File: config.mk
export PLATFORM = sky130hd
export DESIGN_NAME = seven_seg_capture
export DESIGN_NICKNAME = d
export VERILOG_FILES = /design/src/rtl/seven_seg_pkg.sv /design/src/rtl/sync_2ff.sv /design/src/rtl/seven_seg_capture.sv
export SDC_FILE = /design/constraint.sdc
export NUM_CORES = 1
export LEC_CHECK = 0
export CAP_MARGIN = 15
export CORE_MARGIN = 5
export CORE_UTILIZATION = 40
export CTS_CLUSTER_SIZE = 28
export DETAILED_ROUTE_END_ITERATION = 10
export GPL_TIMING_DRIVEN = 1
export PLACE_DENSITY = 0.74
export SYNTH_ARGS = -nofsm -noshare
export SYNTH_HDL_FRONTEND = slang
export SYNTH_SLANG_ARGS = --single-unit
File: constraint.sdc
create_clock -name i_clk -period 3.2 [get_ports i_clk]
set_input_delay 0.64 -clock i_clk [delete_from_list [all_inputs] [get_ports i_clk]]
set_output_delay 0.64 -clock i_clk [all_outputs]
set_load 0.05 [all_outputs]
File: src/rtl/seven_seg_pkg.sv
// rtl/seven_seg_pkg.sv - shared types, glyph table and decoder for the 7-segment capture monitor
package seven_seg_pkg;

    typedef enum logic [1:0] {
        ST_IDLE    = 2'd0,
        ST_SETTLE  = 2'd1,
        ST_CAPTURE = 2'd2,
        ST_HOLD    = 2'd3
    } state_t;

    localparam logic [6:0] BLANK_CODE = 7'h7F;

    // Active-low A..G patterns; element i is the glyph for hex digit i.
    localparam logic [15:0][6:0] GLYPH = {
        7'h0E, 7'h06, 7'h21, 7'h46, 7'h03, 7'h08, 7'h10, 7'h00,
        7'h78, 7'h02, 7'h12, 7'h19, 7'h30, 7'h24, 7'h79, 7'h40
    };

    // Returns {valid, blank, nibble}; an unknown pattern is reported as not valid and blank.
    function automatic logic [5:0] seg_decode(input logic [6:0] i_seg);
        logic [5:0] w_res;
        w_res = (i_seg == BLANK_CODE) ? 6'b11_0000 : 6'b01_0000;
        for (int i = 0; i < 16; i++) begin
            if (i_seg == GLYPH[i]) begin
                w_res = {2'b10, 4'(i)};
            end
        end
        return w_res;
    endfunction

endpackage

File: src/rtl/sync_2ff.sv
// rtl/sync_2ff.sv - two-flop synchronizer with a configurable per-bit reset value
module sync_2ff #(
    parameter int   WIDTH     = 1,
    parameter logic RESET_VAL = 1'b1
) (
    input  logic             i_clk,
    input  logic             i_rst,
    input  logic [WIDTH-1:0] i_d,
    output logic [WIDTH-1:0] o_q
);

    logic [WIDTH-1:0] r_meta;
    logic [WIDTH-1:0] r_sync;

    always_ff @(posedge i_clk or posedge i_rst) begin
        if (i_rst) begin
            r_meta <= {WIDTH{RESET_VAL}};
            r_sync <= {WIDTH{RESET_VAL}};
        end else begin
            r_meta <= i_d;
            r_sync <= r_meta;
        end
    end

    assign o_q = r_sync;

endmodule

File: src/rtl/seven_seg_capture.sv
// rtl/seven_seg_capture.sv - reconstructs per-digit values from a multiplexed active-low
// 7-segment bus and flags scan protocol and glyph errors
module seven_seg_capture
    import seven_seg_pkg::*;
#(
    parameter int NUM_SEGMENTS  = 8,
    parameter int SETTLE_CYCLES = 4
) (
    input  logic                      i_clk,
    input  logic                      i_reset,
    input  logic [NUM_SEGMENTS-1:0]   i_anode,
    input  logic [7:0]                i_cathode,
    output logic [NUM_SEGMENTS*4-1:0] o_digit_value,
    output logic [NUM_SEGMENTS-1:0]   o_digit_dp,
    output logic [NUM_SEGMENTS-1:0]   o_digit_blank,
    output logic                      o_frame_done,
    output logic                      o_code_err,
    output logic                      o_multi_err
);

    localparam logic [7:0]              LP_SETTLE_LOAD = 8'(SETTLE_CYCLES - 1);
    localparam logic [NUM_SEGMENTS-1:0] LP_ONE         = {{(NUM_SEGMENTS-1){1'b0}}, 1'b1};

    logic [NUM_SEGMENTS-1:0]   w_a_s;
    logic [7:0]                w_c_s;
    logic [NUM_SEGMENTS-1:0]   w_low;
    logic                      w_multi;
    logic                      w_single;
    logic                      w_a_changed;
    logic [5:0]                w_dec;
    logic [NUM_SEGMENTS-1:0]   w_mask_new;

    state_t                    r_state;
    logic [7:0]                r_cnt;
    logic [NUM_SEGMENTS-1:0]   r_a_cur;
    logic [NUM_SEGMENTS-1:0]   r_mask;
    logic [NUM_SEGMENTS*4-1:0] r_value;
    logic [NUM_SEGMENTS-1:0]   r_dp;
    logic [NUM_SEGMENTS-1:0]   r_blank;
    logic                      r_frame_done;
    logic                      r_code_err;
    logic                      r_multi_err;

    sync_2ff #(.WIDTH(NUM_SEGMENTS), .RESET_VAL(1'b1)) u_sync_anode (
        .i_clk (i_clk),
        .i_rst (i_reset),
        .i_d   (i_anode),
        .o_q   (w_a_s)
    );

    sync_2ff #(.WIDTH(8), .RESET_VAL(1'b1)) u_sync_cathode (
        .i_clk (i_clk),
        .i_rst (i_reset),
        .i_d   (i_cathode),
        .o_q   (w_c_s)
    );

    assign w_low       = ~w_a_s;
    assign w_multi     = (w_low & (w_low - LP_ONE)) != '0;
    assign w_single    = (w_low != '0) && !w_multi;
    // r_a_cur starts all ones, so only a real departure from the idle bus is evaluated.
    assign w_a_changed = (w_a_s != r_a_cur);
    assign w_dec       = seg_decode(w_c_s[6:0]);
    assign w_mask_new  = r_mask | ~r_a_cur;

    always_ff @(posedge i_clk or posedge i_reset) begin
        if (i_reset) begin
            r_state      <= ST_IDLE;
            r_cnt        <= '0;
            r_a_cur      <= '1;
            r_mask       <= '0;
            r_value      <= '0;
            r_dp         <= '0;
            r_blank      <= '1;
            r_frame_done <= 1'b0;
            r_code_err   <= 1'b0;
            r_multi_err  <= 1'b0;
        end else begin
            r_frame_done <= 1'b0;
            r_code_err   <= 1'b0;
            r_multi_err  <= 1'b0;
            if (r_state != ST_CAPTURE && w_a_changed) begin
                // A new selection always wins, including over a pending terminal count.
                r_a_cur <= w_a_s;
                r_cnt   <= LP_SETTLE_LOAD;
                if (w_multi) begin
                    r_multi_err <= 1'b1;
                    r_state     <= ST_IDLE;
                end else if (w_single) begin
                    r_state <= ST_SETTLE;
                end else begin
                    r_state <= ST_IDLE;
                end
            end else begin
                case (r_state)
                    ST_SETTLE: begin
                        if (r_cnt == 8'd0) begin
                            r_state <= ST_CAPTURE;
                        end else begin
                            r_cnt <= r_cnt - 8'd1;
                        end
                    end
                    ST_CAPTURE: begin
                        for (int i = 0; i < NUM_SEGMENTS; i++) begin
                            if (!r_a_cur[i]) begin
                                r_dp[i]    <= ~w_c_s[7];
                                r_blank[i] <= w_dec[4];
                                if (!w_dec[4]) begin
                                    r_value[i*4 +: 4] <= w_dec[3:0];
                                end
                            end
                        end
                        r_code_err <= ~w_dec[5];
                        if (&w_mask_new) begin
                            r_mask       <= '0;
                            r_frame_done <= 1'b1;
                        end else begin
                            r_mask <= w_mask_new;
                        end
                        r_state <= ST_HOLD;
                    end
                    default: begin
                    end
                endcase
            end
        end
    end

    assign o_digit_value = r_value;
    assign o_digit_dp    = r_dp;
    assign o_digit_blank = r_blank;
    assign o_frame_done  = r_frame_done;
    assign o_code_err    = r_code_err;
    assign o_multi_err   = r_multi_err;

endmodule
# After elaboration in Yosys (flattened, before gate mapping)
# Index checks and enable logic that the tools add are counted.
op_classes:
  n_reduce_logical: 29
  add_sub_neg: 2
  eq_ne: 22
  bitwise: 16
  mux: 33
ops:
  columns: ["cell", "count"]
  rows:
  - ["6-bit 2-to-1 mux", 17]
  - ["7-bit == test, second input constant", 5]
  - ["8-bit 2-to-1 mux", 4]
  - ["4-bit AND reduction", 8]
  - ["3-bit AND reduction", 8]
  - ["7-bit by 5-bit == test with 1-bit output, second input constant", 3]
  - ["7-bit by 6-bit == test with 1-bit output, second input constant", 3]
  - ["8-bit inverter", 2]
  - ["8-bit nonzero test", 2]
  - ["8-bit by 1-bit subtractor with 8-bit output, second input constant", 2]
  - ["7-bit by 2-bit == test with 1-bit output, second input constant", 2]
  - ["7-bit by 4-bit == test with 1-bit output, second input constant", 2]
  - ["1-bit inverter", 12]
  - ["1-bit 2-to-1 mux", 9]
  - ["8-bit bitwise AND", 1]
  - ["8-bit logical NOT", 1]
  - ["8-bit inequality test", 1]
  - ["8-bit OR", 1]
  - ["8-bit AND reduction", 1]
  - ["7-bit by 3-bit == test with 1-bit output, second input constant", 1]
  - ["7-bit logical NOT", 1]
  - ["2-bit AND reduction", 3]
  - ["2-bit 2-to-1 mux", 2]
  - ["2-bit inequality test, second input constant", 2]
  - ["8 further kinds", 9]
totals:
  word_cells: 137
  regBits: 109

# Logic depth before layout (Yosys ltp)
# Gate-level depths: netlist of the first run.
logic_depth:
  depth_word: 21
  ltp_mapped: 9
  ltp_nobuf: 8

# Modules after synthesis
# From an unflattened synthesis of the first run, not the netlist that was laid out.
hier_totals:
  cells_unflattened: 394
  hier_area_um2: 4653.2
by_module_without_submodules:
  columns: ["module", "area_each_um2", "instances", "seq_area_each_um2", "cells_each"]
  rows:
  - ["seven_seg_capture", 3804.9, 1, 1946.9, 360]
  - ["sync_2ff", 424.2, 2, 420.4, 17]

# Least setup slack after synthesis of the first run
# No wires, ideal clock.
synth_timing:
  path_type: "flip-flop to flip-flop"
  from: "reg u_sync_cathode.r_sync[4], in the netlist u_sync_cathode.o_q[4]"
  to: "reg r_value[28], in the netlist o_digit_value[28]"
  setup_time_ns: 0.081
  required_ns: 3.119
  t_arrival_ns: 1.894
  path_stages_with_launch: 10
  n_path_buf: 3
  path_slack_ns: 1.224
  path_cell_list: "dfstp_2 > clkbuf_8 > nor3b_1 > o21ai_0 > a211o_1 > and3_1 > buf_6 > buf_8 > a21oi_4 > mux2i_1"
synth_via:
  elab_chain_len: 19
synth_rtl:
  columns: ["item", "line_no", "source"]
  rows:
  - ["start: declaration", "sync_2ff.sv:13", "logic [WIDTH-1:0] r_sync;"]
  - ["start signal: assignment", "sync_2ff.sv:18", "r_sync <= {WIDTH{RESET_VAL}};"]
  - ["start signal: assignment", "sync_2ff.sv:21", "r_sync <= r_meta;"]
  - ["7-bit == test", "seven_seg_pkg.sv:24", "if (i_seg == GLYPH[i]) begin"]
  - ["6-bit 2-to-1 mux (15 in series)", "seven_seg_pkg.sv:24", null]
  - ["6-bit 2-to-1 mux (*)", "seven_seg_pkg.sv:24", null]
  - ["1-bit inverter (no line)", null, null]
  - ["4-bit AND reduction (no line)", null, null]
  - ["end signal: indexed assignment", "seven_seg_capture.sv:109", "r_value[i*4 +: 4] <= w_dec[3:0];"]
  - ["end: declaration", "seven_seg_capture.sv:37", "logic [NUM_SEGMENTS*4-1:0] r_value;"]
# Mark *: on every way between the ends. The rest lies on a longest branch, timed or not.
# A chain may end at the register's enable or synchronous reset.

# Worst setup path in the final report of the first run
layout_timing:
  from: "reg u_sync_cathode.r_sync[3], in the netlist u_sync_cathode.o_q[3]"
  to: "reg r_value[5], in the netlist o_digit_value[5]"
# The elaborated chain is that of the path after synthesis.

==> reports/results.ini, run 1 <==
[synth]
synth_xor_area_share_pct = 3.42
syn-num-nets = 421
synth_top_family_by_area = compound AO/OA/AOI/OAI gates
synth_flop_cell = dfrtp_1
synth-warning-count = 0
synthSimpleGateAreaFrac_pct = 13.4
synth_cell_types = 62
ys_seq_elements = 109
seq_area_frac_synth_pct = 60.5
syn_inst = 402
async_flop_share_pct = 100
synth_edf_count = 0
avgSynthCellArea_um2 = 11.5
synth.area.mux_share_pct = 1.74
synth_fa_ha_area_share_pct = 0.706
synth_area_um2 = 4610
synth_compound_area_share_pct = 14.8

[setup_path]
cp_top_family = simple AND/OR/NAND/NOR gates
ff2ff_path_depth = 7
cpPeakStageDelay_ps = 660
r2r_slack_ps = 800
endpoint_kind = register
regToRegStartpoint = u_sync_cathode.o_q[3]
path_buf_inv = 1
cp_data_required_time_ps = 3430
crit_path_max_fanout = 10
criticalPathCategory = reg2reg
crit_chain = nor2_4, and4b_1, a41oi_2, and3_1, buf_4, a21oi_2, o22a_1
crit_path_start_kind = register
cp_slowest_cell = dfstp_2
worstPathArrival_ps = 2630
r2r_end = o_digit_value[5]

[cts]
htree_num_levels = 3
cts-root-buf = clkbuf_16
clock_sinks = 109
cts.repair.resized = 0
cts_buffer_depth = 2
clk_pin_slew_ps = 70
cts_buffers = 9
cts_post_setup_buffers_inserted = 0
cts_hold_buf = 0
insertion_delay_ps = 350
cts_tree = yes

[sta]
final_hold_viol_count = 0
timing.final.crit_share_pct = 75.0
setup_viol = 0
worstMarginPinSlew_ps = 771
drv_slew = 0
skew_ps = 15.1
final.min_clock_period_ps = 2400
setup_tns_ps = 0
slew_headroom_pct = 48.6
max_freq_mhz = 417
rsz0062_at_grt = no

[placement]
gp_congestion = 0.844
placed_area_um2 = 5390
io_buffers = 68
dp_hpwl_mm = 7.19

[min_path]
hp-start = u_sync_cathode.r_meta[6]
holdPathEnd = u_sync_cathode.o_q[6]
hold_depth = 0
hp-class = reg2reg

[routing]
route.met3.wl_um = 439
drc = 0
wl_met1_mm = 4.18
drtIter0Drc = 155
wl_met2_mm = 4.97
vias_per_cell = 5.08
drtPass1Iterations = 4
top_layer_used = met4
ant_nets = 0
num_vias = 3125
wl_per_cell_um = 15.8
routed_wl_mm = 9.74

[pwr]
switching_share_pct = 25.3
p_int_w = 0.00206
ir_worst_vdd_uv = 328
seqPwrFrac_pct = 53.4
power_frac_clock_pct = 40.4
power_frac_comb_pct = 6.2
switching_power_w = 0.000697
power_density_nw_per_um2 = 484
total_leakage_power_nw = 2.32

[floorplan]
io-pin-count = 69
start_util_pct = 40.6
coreArea_um2 = 11400
die-area_um2 = 13800
num_rows = 39
die_h_um = 117
die_w_um = 117

[global_route]
antenna_found_initial = 0
gr-total-overflow = 0
grt_start_max_net_pins = 35
grt_use_total_pct = 14.5
grt_pass1_wl_mm = 16.4
grt_pass1_vias = 3251

[finish]
layout_commonest_cell = clkdlybuf4s50_1
antenna-diode-count = 0
nets = 486
syn_to_final_growth_pct = 23.6
mostFrequentLayoutCells = clkdlybuf4s50_1 (68), dfrtp_1 (61), dfstp_2 (48), nand2_1 (44), o21ai_0 (41)
drive_above_1_share_pct = 19.9
fin_area_um2 = 5700
utilization_pct = 50.1

[flow_run]
cap_violations = 0

[run_status]
status = completed

worst max path at each step:
| stage | from | endpoint | slack [ps] | cells after the start |
|---|---|---|---|---|
| final | u_sync_cathode.o_q[3] | o_digit_value[5] | 800 | 7 |
| after floorplan | u_sync_cathode.o_q[4] | o_digit_value[28] | 1220 | 9 |
| after detailed placement | u_sync_cathode.o_q[2] | o_digit_value[21] | 810 | 7 |
| after global placement | u_sync_cathode.o_q[2] | o_digit_value[17] | 890 | 7 |
| after global routing | u_sync_cathode.o_q[4] | o_digit_value[17] | 640 | 7 |
| after CTS | u_sync_cathode.o_q[2] | o_digit_value[5] | 800 | 7 |
metal layers:
metal	vias up	track usage, %
li1	1503	-
met1	1537	18.1
met5	-	0
met2	73	24.5
met3	12	3.32
met4	0	5.15
synthesized netlist by cell type (3+ instances only):
| cell | count | area share (%) |
|---|---|---|
| a21o_1 | 3 | 0.49 |
| o2bb2ai_1 | 8 | 1.5 |
| mux2i_1 | 8 | 1.7 |
| inv_1 | 27 | 2.2 |
| o22a_1 | 8 | 1.5 |
| nor3b_1 | 3 | 0.49 |
| dfstp_2 | 48 | 27 |
| a21oi_2 | 5 | 0.95 |
| nor2b_1 | 4 | 0.54 |
| a21oi_1 | 8 | 0.87 |
| xor2_1 | 16 | 3.0 |
| nand4_1 | 3 | 0.41 |
| dfrtp_1 | 61 | 33 |
| nor4_1 | 3 | 0.41 |
| nand2_1 | 44 | 3.6 |
| nand3_1 | 8 | 0.87 |
| nor3_1 | 6 | 0.65 |
| and3_1 | 3 | 0.41 |
| o21ai_0 | 41 | 4.5 |
| buf_2 | 3 | 0.33 |
| nor2_1 | 30 | 2.4 |
| buf_6 | 5 | 1.2 |
| clkbuf_1 | 6 | 0.49 |
| or2_2 | 4 | 0.54 |
worst reg2reg max path, cell delays in order (launching register included):
cell and delay [ps]:
dfstp_2 660, nor2_4 100, and4b_1 220, a41oi_2 230, and3_1 510, buf_4 270
a21oi_2 90, o22a_1 210
final cells by class:
cell class / instances / area (um2)
clock buffers: 9 / 225
clock inverters: 7 / 86.3
fillers: 981 / 5670
inverters: 27 / 105
multi-input cells: 247 / 1570
flip-flops and latches: 109 / 2790
well taps: 143 / 179
repair buffers: 73 / 743
power by group through the flow:
stage	logic (W)	clock network, W	registers [W]
CTS	0.000173	0.00115	0.00147
floorplan	0.000130	0	0.00148
detailed placement	0.000171	0	0.00150
global route	0.000187	0.00120	0.00148
finish	0.000171	0.00112	0.00147
global placement	0.000165	0	0.00149
state kept, by name (all words and copies together) (netlist names):
signal,count
o_digit_dp,8
r_state,2
r_cnt,8
u_sync_cathode.o_q,8
o_multi_err,1
u_sync_anode.r_meta,8
o_digit_value,32
u_sync_anode.o_q,8
r_mask,8
r_a_cur,8
o_code_err,1
o_frame_done,1
u_sync_cathode.r_meta,8
o_digit_blank,8
logic make-up (layout without fill, tap and decap cells):
group | Yosys count | count (layout)
XOR/XNOR | 18 | 18
multiplexers | 8 | 8
buffers and inverters | 46 | 116
AO/OA/AOI/OAI | 95 | 95
adder cells (fa/ha/maj) | 3 | 3
flip-flops | 109 | 109
AND/OR/NAND/NOR | 123 | 123
stage by stage:
stage | total power (W) | std cells | hold WS (ps) | setup slack [ps]
floorplan | 0.00161 | 402 | 345 | 1220
global placement | 0.00166 | 599 | 346 | 894
detailed placement | 0.00167 | 599 | 347 | 811
CTS | 0.00279 | 615 | 355 | 799
global route | 0.00287 | 615 | 359 | 639
finish | 0.00276 | 615 | 355 | 800
No activity file was read; power rests on OpenSTA's default activity.
==> inputs of run 2 (changes only) <==
clock period = 2 ns   (was 3.2 ns; I/O delays follow)
==> reports/results.ini, run 2 (synthesis results as in run 1) <==
[sta]
rsz0062_at_grt = yes
setup_viol = 14
worstMarginPinSlew_ps = 546
timing.hold.ws_ps = 356
final_hold_viol_count = 0
final.min_clock_period_ps = 2060
drv_slew = 0
slew_headroom_pct = 63.6
max_freq_mhz = 485
worst_slack_ps = -63.3
timing.final.crit_share_pct = 103
skew_ps = 15.7

[pwr]
power_density_nw_per_um2 = 736
ir_worst_vdd_uv = 373
total_leakage_power_nw = 2.63

[finish]
nFillCells = 925
layout_commonest_cell = dfrtp_1
mostFrequentLayoutCells = dfrtp_1 (61), clkdlybuf4s50_1 (51), dfstp_2 (48), buf_4 (47), nand2_1 (44)
largest_reg_flops = 32
antenna-diode-count = 0
drive_above_1_share_pct = 32.1
fin_area_um2 = 6170
nets = 522
syn_to_final_growth_pct = 33.9

[routing]
vias_per_cell = 5.09
drtIter0Drc = 225
ant_nets = 0
wl_per_cell_um = 16.0
drtPass1Iterations = 4
drc = 0
num_vias = 3312
routed_wl_mm = 10.4

[floorplan]
coreArea_um2 = 11400
die_h_um = 117
start_util_pct = 40.6
num_rows = 39
die_w_um = 117
die-area_um2 = 13800
io-pin-count = 69

[cts]
cts_buffer_depth = 2
cts-root-buf = clkbuf_16
insertion_delay_ps = 350
cts_buffers = 9
cts_tree = yes
clock_sinks = 109
clk_pin_slew_ps = 70
htree_num_levels = 3
cts_hold_buf = 0

[run_status]
status = finished, violations left
violations = negative setup slack

[setup_path]
cp_data_required_time_ps = 2280
regToRegStartpoint = u_sync_cathode.o_q[0]
ff2ff_path_depth = 7
r2r_end = o_digit_value[9]
criticalPathCategory = reg2reg
endpoint_kind = register
crit_path_max_fanout = 14
crit_path_start_kind = register
r2r_slack_ps = -60
worstPathArrival_ps = 2340

[flow_run]
cap_violations = 0

[global_route]
grt_pass1_wl_mm = 16.7
antenna_found_initial = 0
grt_pass1_vias = 3456
grt_start_max_net_pins = 45
gr-total-overflow = 0
grt_use_total_pct = 14.7

[placement]
gp_congestion = 0.876
placed_area_um2 = 5590
io_buffers = 68
dp_hpwl_mm = 7.39
place_ws_ps = -124

[min_path]
hp-start = u_sync_anode.r_meta[3]
holdPathEnd = u_sync_anode.o_q[3]
hp-class = reg2reg
hold_depth = 0

[run 2: cell count changes in the layout (fill, tap and decap cells not counted), sizes merged]
| cell | change |
|---|---|
| buf | +50 |
| clkdlybuf4s50 | -17 |
| bufinv | +1 |
| clkbuf | +2 |
| clkinv | -2 |
| nand2 | +1 |
| dlymetal6s2s | +1 |
[run 2: timing repair]
action / CTS / global route
gates resized for setup: 19 / 34
setup buffers: 3 / 4
pin swaps: 0 / 13
cloned: 0 / 2
setup endpoints to repair: 25 / 43
[run 2: metal layers]
metal,GRT usage [%],wire [um]
met5,0,0
met4,5.15,157
met3,4.23,437
met2,24.4,5390
met1,18.3,4430
[run 2: cell type report]
type / count / area (um2) / share of cell area, %
clock buffer: 10 / 229 / 3.71
clock inverter: 6 / 76.3 / 1.24
inverter: 27 / 105 / 1.70
multi-input combinational: 248 / 1750 / 28.3
sequential: 109 / 2790 / 45.2
tap: 143 / 179 / 2.90
timing repair buffer: 108 / 1050 / 17.0
[run 2: per-stage QoR]
step | utilization [%] | cells | setup TNS (ps) | total power, W
final | 54.3 | 651 | -526 | 0.00455
after global routing | 54.3 | 651 | -2910 | 0.00472
after CTS | 52.6 | 647 | -101 | 0.00456
after detailed placement | 49.1 | 628 | -1560 | 0.00272
after global placement | 49.1 | 628 | -685 | 0.00270
after floorplan | - | 402 | 0 | 0.00257
[run 2: worst max-delay path by stage]
stage	start	endpoint	slack, ps
after floorplan	u_sync_cathode.o_q[4]	o_digit_value[28]	20
after global placement	u_sync_cathode.o_q[3]	o_digit_value[28]	-80
after detailed placement	u_sync_cathode.o_q[0]	o_digit_value[12]	-120
after CTS	u_sync_cathode.o_q[3]	o_digit_value[28]	-20
after global routing	u_sync_cathode.o_q[0]	o_digit_value[8]	-170
final	u_sync_cathode.o_q[0]	o_digit_value[9]	-60
[run 2: where the power goes]
group | switching [W] | total (W) | leakage [nW] | internal (W)
registers | 0.0000609 | 0.00235 | 1.34 | 0.00229
logic | 0.000203 | 0.000371 | 1.14 | 0.000168
clock network | 0.000827 | 0.00182 | 0.150 | 0.000997
[run 2: worst max-delay path, stage by stage (launching register included)]
cell and delay [ps]:
dfstp_2 560, nor3b_4 250, nand3_1 120, a211o_1 330
and3_4 170, buf_12 160, a21oi_2 210, o22a_1 210
==> inputs of run 3 (changes only) <==
HOLD_SLACK_MARGIN = 0.05   (was unset)
==> results of run 3 <==
Final layout, timing and power as in run 2 (identical DEF).
